$ cat config.mk
export PLATFORM = sky130hd
export DESIGN_NAME = alu_exec_ctrl
export DESIGN_NICKNAME = d
export VERILOG_FILES = /design/src/rtl/alu_exec_ctrl_pkg.sv /design/src/rtl/alu_exec_ctrl_regfile.sv /design/src/rtl/alu_exec_ctrl.sv
export SDC_FILE = /design/constraint.sdc
export NUM_CORES = 1
export LEC_CHECK = 0
export BUFFER_PORTS_ARGS = -buffer_cell sky130_fd_sc_hd__buf_2
export CAP_MARGIN = 20
export CORE_MARGIN = 2
export CORE_UTILIZATION = 53
export DETAILED_ROUTE_END_ITERATION = 16
export GPL_TIMING_DRIVEN = 0
export PLACE_DENSITY = 0.76
export SYNTH_ARGS = -nofsm -noshare
export SYNTH_HDL_FRONTEND = slang
export SYNTH_HIERARCHICAL = 1
export SYNTH_SLANG_ARGS = --single-unit
$ cat constraint.sdc
create_clock -name clk -period 3 [get_ports clk]
set_input_delay 0.3 -clock clk [delete_from_list [all_inputs] [get_ports clk]]
set_output_delay 0.3 -clock clk [all_outputs]
set_load 0.005 [all_outputs]
$ cat src/rtl/alu_exec_ctrl_pkg.sv
// Shared definitions for the ALU execution controller: FSM state encoding,
// ALU op codes and the bit positions of the fields in the 16-bit instruction.
package alu_exec_ctrl_pkg;

    localparam int unsigned DATA_W   = 16;
    localparam int unsigned ADDR_W   = 3;
    localparam int unsigned NUM_REGS = 8;

    typedef enum logic [1:0] {
        ST_IDLE,
        ST_OPERAND,
        ST_EXEC,
        ST_WRITE
    } state_t;

    localparam logic [2:0] OP_ADD  = 3'b000;
    localparam logic [2:0] OP_SUB  = 3'b001;
    localparam logic [2:0] OP_AND  = 3'b010;
    localparam logic [2:0] OP_OR   = 3'b011;
    localparam logic [2:0] OP_XOR  = 3'b100;
    localparam logic [2:0] OP_NOR  = 3'b101;
    localparam logic [2:0] OP_XNOR = 3'b110;
    localparam logic [2:0] OP_LDI  = 3'b111;

    // instr = [15:13] op, [12:10] rd, [9:7] rs1, [6:4] rs2, [6:0] imm7 (LDI only)
    localparam int unsigned OP_MSB  = 15;
    localparam int unsigned OP_LSB  = 13;
    localparam int unsigned RD_MSB  = 12;
    localparam int unsigned RD_LSB  = 10;
    localparam int unsigned RS1_MSB = 9;
    localparam int unsigned RS1_LSB = 7;
    localparam int unsigned RS2_MSB = 6;
    localparam int unsigned RS2_LSB = 4;
    localparam int unsigned IMM_MSB = 6;
    localparam int unsigned IMM_LSB = 0;

endpackage

$ cat src/rtl/alu_exec_ctrl_regfile.sv
// alu_regfile: 8 x 16-bit register file, r0 hardwired to zero.
// Ports: clk/rst (async active-high), two combinational read ports
// (rd_addr0/rd_data0, rd_addr1/rd_data1), a combinational debug read port
// (dbg_addr/dbg_data) and one synchronous write port (wr_en/wr_addr/wr_data).
module alu_regfile
    import alu_exec_ctrl_pkg::*;
(
    input  logic              clk,
    input  logic              rst,
    input  logic [ADDR_W-1:0] rd_addr0,
    output logic [DATA_W-1:0] rd_data0,
    input  logic [ADDR_W-1:0] rd_addr1,
    output logic [DATA_W-1:0] rd_data1,
    input  logic [ADDR_W-1:0] dbg_addr,
    output logic [DATA_W-1:0] dbg_data,
    input  logic              wr_en,
    input  logic [ADDR_W-1:0] wr_addr,
    input  logic [DATA_W-1:0] wr_data
);

    logic [DATA_W-1:0] regs [NUM_REGS];

    always_ff @(posedge clk or posedge rst) begin
        if (rst) begin
            for (int unsigned i = 0; i < NUM_REGS; i++) begin
                regs[i] <= '0;
            end
        end else if (wr_en && (wr_addr != '0)) begin
            regs[wr_addr] <= wr_data;
        end
    end

    always_comb begin
        rd_data0 = (rd_addr0 == '0) ? '0 : regs[rd_addr0];
        rd_data1 = (rd_addr1 == '0) ? '0 : regs[rd_addr1];
        dbg_data = (dbg_addr == '0) ? '0 : regs[dbg_addr];
    end

endmodule

$ cat src/rtl/alu_exec_ctrl.sv
// alu_exec_ctrl: four-state controller (IDLE -> OPERAND -> EXEC -> WRITE)
// that sequences one instruction through an external combinational ALU.
// Ports: clk/rst (async active-high); instr_valid/instr_ready/instr handshake;
// alu_op/alu_in0/alu_in1 to the ALU and alu_out back; done (1-cycle pulse in
// WRITE), result/zero (last written-back value); dbg_addr/dbg_data debug read.
module alu_exec_ctrl
    import alu_exec_ctrl_pkg::*;
(
    input  logic              clk,
    input  logic              rst,
    input  logic              instr_valid,
    output logic              instr_ready,
    input  logic [15:0]       instr,
    output logic [2:0]        alu_op,
    output logic [DATA_W-1:0] alu_in0,
    output logic [DATA_W-1:0] alu_in1,
    input  logic [DATA_W-1:0] alu_out,
    output logic              done,
    output logic [DATA_W-1:0] result,
    output logic              zero,
    input  logic [ADDR_W-1:0] dbg_addr,
    output logic [DATA_W-1:0] dbg_data
);

    state_t            state;
    logic [15:0]       instr_q;
    logic [2:0]        op_q;
    logic [ADDR_W-1:0] rd_q;
    logic [ADDR_W-1:0] rs1_q;
    logic [ADDR_W-1:0] rs2_q;
    logic [6:0]        imm_q;
    logic [DATA_W-1:0] rs1_data;
    logic [DATA_W-1:0] rs2_data;
    logic [DATA_W-1:0] exec_value;

    always_comb begin
        op_q       = instr_q[OP_MSB:OP_LSB];
        rd_q       = instr_q[RD_MSB:RD_LSB];
        rs1_q      = instr_q[RS1_MSB:RS1_LSB];
        rs2_q      = instr_q[RS2_MSB:RS2_LSB];
        imm_q      = instr_q[IMM_MSB:IMM_LSB];
        exec_value = (op_q == OP_LDI) ? {9'b0, imm_q} : alu_out;
    end

    // The register write happens on the edge that leaves WRITE, so a reset
    // arriving any time before that edge drops the write entirely.
    alu_regfile u_regfile (
        .clk      (clk),
        .rst      (rst),
        .rd_addr0 (rs1_q),
        .rd_data0 (rs1_data),
        .rd_addr1 (rs2_q),
        .rd_data1 (rs2_data),
        .dbg_addr (dbg_addr),
        .dbg_data (dbg_data),
        .wr_en    (state == ST_WRITE),
        .wr_addr  (rd_q),
        .wr_data  (result)
    );

    always_ff @(posedge clk or posedge rst) begin
        if (rst) begin
            state       <= ST_IDLE;
            instr_q     <= '0;
            instr_ready <= 1'b1;
            alu_op      <= '0;
            alu_in0     <= '0;
            alu_in1     <= '0;
            result      <= '0;
            zero        <= 1'b1;
            done        <= 1'b0;
        end else begin
            done <= 1'b0;
            case (state)
                ST_IDLE: begin
                    if (instr_valid) begin
                        instr_q     <= instr;
                        alu_op      <= instr[OP_MSB:OP_LSB];
                        instr_ready <= 1'b0;
                        state       <= ST_OPERAND;
                    end
                end
                ST_OPERAND: begin
                    alu_in0 <= rs1_data;
                    alu_in1 <= rs2_data;
                    state   <= ST_EXEC;
                end
                ST_EXEC: begin
                    // result/zero/done are set entering WRITE so they are
                    // visible together with the done pulse.
                    result <= exec_value;
                    zero   <= (exec_value == '0);
                    done   <= 1'b1;
                    state  <= ST_WRITE;
                end
                ST_WRITE: begin
                    instr_ready <= 1'b1;
                    state       <= ST_IDLE;
                end
                default: begin
                    instr_ready <= 1'b1;
                    state       <= ST_IDLE;
                end
            endcase
        end
    end

endmodule

# Word level (Yosys, flattened, before mapping)

Cells that the tools add are included.

Bits in registers: 200
Word-level logic and storage cells: 63

Equal/unequal tests: 5
Reductions and logical operators: 11
Bitwise operators: 4
Order comparisons: 5
Mux-type cells: 21

Operators by type and width:

| operator           | number |
|---|---|
| $mux 16            | 11 |
| $bmux 16 s3        | 3 |
| $bwmux 128         | 1 |
| $demux 16 s3       | 1 |
| $ge 4x4->1 const B | 4 |
| $logic_not 16->1   | 1 |
| $not 3->4          | 4 |
| $logic_not 3->1    | 3 |
| $pmux 2 s4         | 1 |
| $eq 2x2->1 const B | 2 |
| $lt 4x1->1 const B | 1 |
| $reduce_and 2->1   | 2 |
| $eq 3x3->1 const B | 1 |
| $reduce_bool 3->1  | 1 |
| $eq 2x1->1 const B | 1 |
| $logic_and 1x1->1  | 2 |
| $logic_not 2->1    | 1 |
| $mux 1             | 2 |
| $mux 2             | 1 |
| $ne 2x2->1 const B | 1 |
| $pmux 1 s2         | 1 |
| $reduce_bool 2->1  | 1 |

# Logic depth before layout (Yosys ltp)

Word-level depth: 6
Gate-level depth with buffers: 7

# Cells and area by module

The synthesis kept the hierarchy.

By module, submodules not included:

| module        | area an instance (um2) | times used | cells an instance | seq. area each (um2) |
|---|---|---|---|---|
| alu_regfile   | 7140.6                 | 1          | 548               | 2802.7 |
| alu_exec_ctrl | 2791.4                 | 1          | 208               | 1729.2 |

# Worst setup path before layout

No wires, ideal clock.

Path type: register -> register
Start point: register state[0]
End point: register u_regfile/regs[48] in the netlist's numbering
Stages on the path, launching flop included: 7
Data arrival time: 1.560 ns
Setup time: 0.125 ns
Setup slack: 1.315 ns
Data required time: 2.875 ns
Clock period less this slack: 1.685 ns
Cell sequence: dfrtp_1 -> ha_1 -> buf_6 -> nand2_1 -> nor3_4 -> buf_6 -> mux2_2

Cells in the longest elaborated chain, start to end: 2

RTL lines:

| item                           | RTL line                    | text |
|---|---|---|
| start: declaration             | alu_exec_ctrl.sv:25         | `state_t state;` |
| start signal: assignment       | alu_exec_ctrl.sv:63         | `state <= ST_IDLE;` |
| start signal: assignment       | alu_exec_ctrl.sv:80         | `state <= ST_OPERAND;` |
| start signal: assignment       | alu_exec_ctrl.sv:86         | `state <= ST_EXEC;` |
| $eq 2x2->1                     | alu_exec_ctrl.sv:56         | `.wr_en (state == ST_WRITE),` |
| $logic_and 1x1->1              | alu_exec_ctrl_regfile.sv:28 | `end else if (wr_en && (wr_addr != '0)) begin` |
| end signal: indexed assignment | alu_exec_ctrl_regfile.sv:29 | `regs[wr_addr] <= wr_data;` |
| end: declaration               | alu_exec_ctrl_regfile.sv:21 | `logic [DATA_W-1:0] regs [NUM_REGS];` |

No other way between the ends.
A chain may end at the register's enable or synchronous reset.

# Worst setup path in the final report

Start point: input port dbg_addr[1]
End point: output port dbg_data[12]

Cells in the longest elaborated chain, start to end: 5
Elaborated cells between the ends (all ways): 6
Classes of those cells: 4 x mux; 1 x bitwise; 1 x reduce/logical

RTL lines:

| item                                        | RTL line                    | text |
|---|---|---|
| start: declaration                          | alu_exec_ctrl.sv:21         | `input logic [ADDR_W-1:0] dbg_addr,` |
| $not 3->4 (not written as such)             | alu_exec_ctrl_regfile.sv:36 | `dbg_data = (dbg_addr == '0) ? '0 : regs[dbg_addr];` |
| $bmux 16 s3                                 | alu_exec_ctrl_regfile.sv:36 |  |
| $mux 16 (not written as such) (2 in series) | alu_exec_ctrl_regfile.sv:36 |  |
| $mux 16 (*)                                 | alu_exec_ctrl_regfile.sv:36 |  |
| end: declaration                            | alu_exec_ctrl.sv:22         | `output logic [DATA_W-1:0] dbg_data` |

Mark *: on every way between the ends. The rest lies on a longest branch, timed or not. The select of a mux whose other input is x is not followed.

==> flow_metrics.tcl <==
set metrics [dict create \
    cts_tree "built" \
    die_x_um 141 \
    nFillCells 1467 \
    drt-total-wl_um 28300 \
    crit_path_end_kind "output pin" \
    ys_top_cells_by_area "dfrtp_1 45%, mux2_2 21%, mux2i_1 10%" \
    pre_cts_ws_ns 0.776 \
    worstMarginPinSlew_ns 0.979 \
    drt_pre_antenna_iters 7 \
    worstPathArrival_ns 1.99 \
    synth_area_um2 9930 \
    maxCapViolations 0 \
    synthCells 756 \
    h-tree-depth 4 \
    synthXorXnorAreaFrac_pct 0 \
    yosys.area.top_type_share_pct 45.1 \
    synth_top_family_by_area "multiplexers" \
    cts_made_buffers 17 \
    setup_viol 0 \
    grt_antenna_before_repair 0 \
    portBuffers 105 \
    syn_avg_cell_area_um2 13.1 \
    hold_path_class "input port to flop" \
    p_per_area_nw_per_um2 1160 \
    required_ns 2.70 \
    synthAdderAreaFrac_pct 0.504 \
    ys.flop_type "dfrtp_1" \
    grt_overflow 0 \
    grt_max_degree 48 \
    ys_seq_area_share_pct 45.6 \
    ctsHoldBuffers 1 \
    synth_compound_area_share_pct 9.73 \
    p_leak_nw 5.31 \
    clkTransAtPathRegs_ns 0.07 \
    register_area_um2 4530 \
    start_util_pct 53.6 \
    cts_root_buffer "clkbuf_16" \
    cp_max_fo 10 \
    setup_slack_ns 0.712 \
    maxSlewViolCount 0 \
    nNetsFinal 926 \
    rsz0062_at_grt "false" \
    fin_skew_ns 0.0108 \
    drt_iter0_markers 822 \
    synthMuxAreaShare_pct 34.8 \
    fin_crit_ns 2.29 \
    period_share_pct 76.3 \
    clock.fmax_mhz 437 \
    area_delta_synth_final_pct 15.0 \
    rows 50 \
    grt_usage_pct 29.3 \
    clkLatencyLatePin_ns 0.44 \
    async_reset_ff_share_pct 100 \
    grt_pass1_wl_um 43700 \
    drcViolationCount 0 \
    ctsLongestPathBuffers 2 \
    slew_headroom_pct 34.7 \
    start_kind "input port" \
    clkSinkCount 181 \
    synth_top_area_cell "dfrtp_1" \
    hold_viol_final 0 \
    ys_types 39 \
    die_y_um 141 \
    vias 7245 \
    synth_nets 798 \
    multiInputGateArea_um2 4840 \
    irDropWorstVdd_uv 636 \
    worstSetupPathType "input port to output pin" \
    post_cts_resized 0 \
    core-area_um2 18500 \
    grt_pass1_vias 7429 \
    outcome "finished clean" \
    place_congestion 0.894 \
    wire_per_inst_um 25.1 \
    holdWs_ns 0.0918 \
    dp_hpwl_um 19000 \
    yosysWarnings 6 \
    synth-simple-area-share_pct 3.65 \
    dieArea_um2 19900 \
    synth_edf_count 0 \
    routed_via_density 6.41 \
    ant_nets 0 \
    ios 108 \
    antennaDiodeCount 0 \
    drive_gt1_share_pct 45.7 \
    postCtsSetupRepairBufs 0 \
    ys_ff_latch 181 \
]
-- through the flow --
step / setup TNS [ns] / std cells / cell area (um^2) / util [%] / total power, W
final: 0 / 1131 / 11400 / 61.7 / 0.0133
after global routing: 0 / 1131 / 11400 / 61.7 / 0.0140
after global placement: -5.60 / 1095 / 10800 / 58.1 / 0.0106
after detailed placement: 0 / 1098 / 10800 / 58.5 / 0.0109
after CTS: 0 / 1131 / 11400 / 61.7 / 0.0132
after floorplan: 0 / 756 / 9940 / - / 0.00883
-- path summary, 6_finish.rpt --
check	startpoint	end	slack, ns	cells past startpoint
worst max-delay path	dbg_addr[1]	dbg_data[12]	0.71	7
worst min-delay path	instr[7]	instr_q[7]	0.09	2
worst max register to register	instr_q[7]	alu_in0[13]	0.75	5
worst min register to register	alu_in0[11]	alu_in0[11]	0.49	1
max in group asynchronous	rst	u_regfile/regs[17]	1.74	4
min in group asynchronous	rst	alu_in1[14]	0.40	3
-- cell usage after synthesis, types with 10 or more instances --
master      n
a221oi_1   91
mux2_2    187
nor2_1     10
inv_1      17
clkbuf_1   16
o21ai_0    10
dfrtp_1   179
buf_2      20
buf_6      18
nand3_1    10
a21oi_1    11
mux2i_1   104
buf_4      13
mux2_4     20
-- critical path, stage by stage --
cell and delay, ns:
buf_2 0.11, buf_2 0.20, nor2b_2 0.28, buf_2 0.34, a221oi_1 0.14, a221oi_1 0.41
buf_2 0.20
-- report_power, final --
group	switching (W)	internal (W)
sequential	0.00125	0.00359
clock	0.000981	0.00131
combinational	0.00297	0.00316
-- state kept, by name, indices dropped and copies added, names as in the netlist --
| name | flops |
|---|---|
| done | 1 |
| u_regfile/regs | 112 |
| result | 16 |
| zero | 1 |
| alu_in0 | 16 |
| alu_in1 | 16 |
| alu_op | 3 |
| state | 2 |
| instr_ready | 1 |
| instr_q | 13 |
-- area by class of cell --
cell class,instances,area share [%]
multi-input combinational,487,42.3
sequential,181,39.7
timing repair buffer,109,5.28
buffer,71,4.37
clock buffer,20,3.82
tap,234,2.56
clock inverter,12,1.36
inverter,17,0.613
-- logic make-up after synthesis --
kind of cell | after synthesis
compound gates | 120
buf+inv | 88
fa+ha+maj | 4
simple gates | 51
mux | 312
flops | 181
-- cells in the final DEF, fill, tap and decap left out, types with 13 or more instances in the layout --
| cell type | instances |
|---|---|
| mux2_2 | 187 |
| mux2_4 | 20 |
| inv_1 | 15 |
| dfrtp_1 | 179 |
| buf_4 | 13 |
| clkbuf_1 | 19 |
| buf_6 | 18 |
| clkbuf_16 | 17 |
| a221oi_1 | 91 |
| mux2i_1 | 104 |
| buf_2 | 125 |
-- routing by layer --
metal / wire length [um] / share of wire, % / vias to the layer above / track usage (%)
li1: - / - / 3145 / -
met1: 12100 / 43 / 3708 / 39.6
met2: 13100 / 46 / 331 / 45.5
met3: 2300 / 8.1 / 61 / 7.68
met4: 881 / 3.1 / 0 / 11.1
met5: 0 / 0 / - / 0
Note: power is estimated with default switching activity, not from simulation.
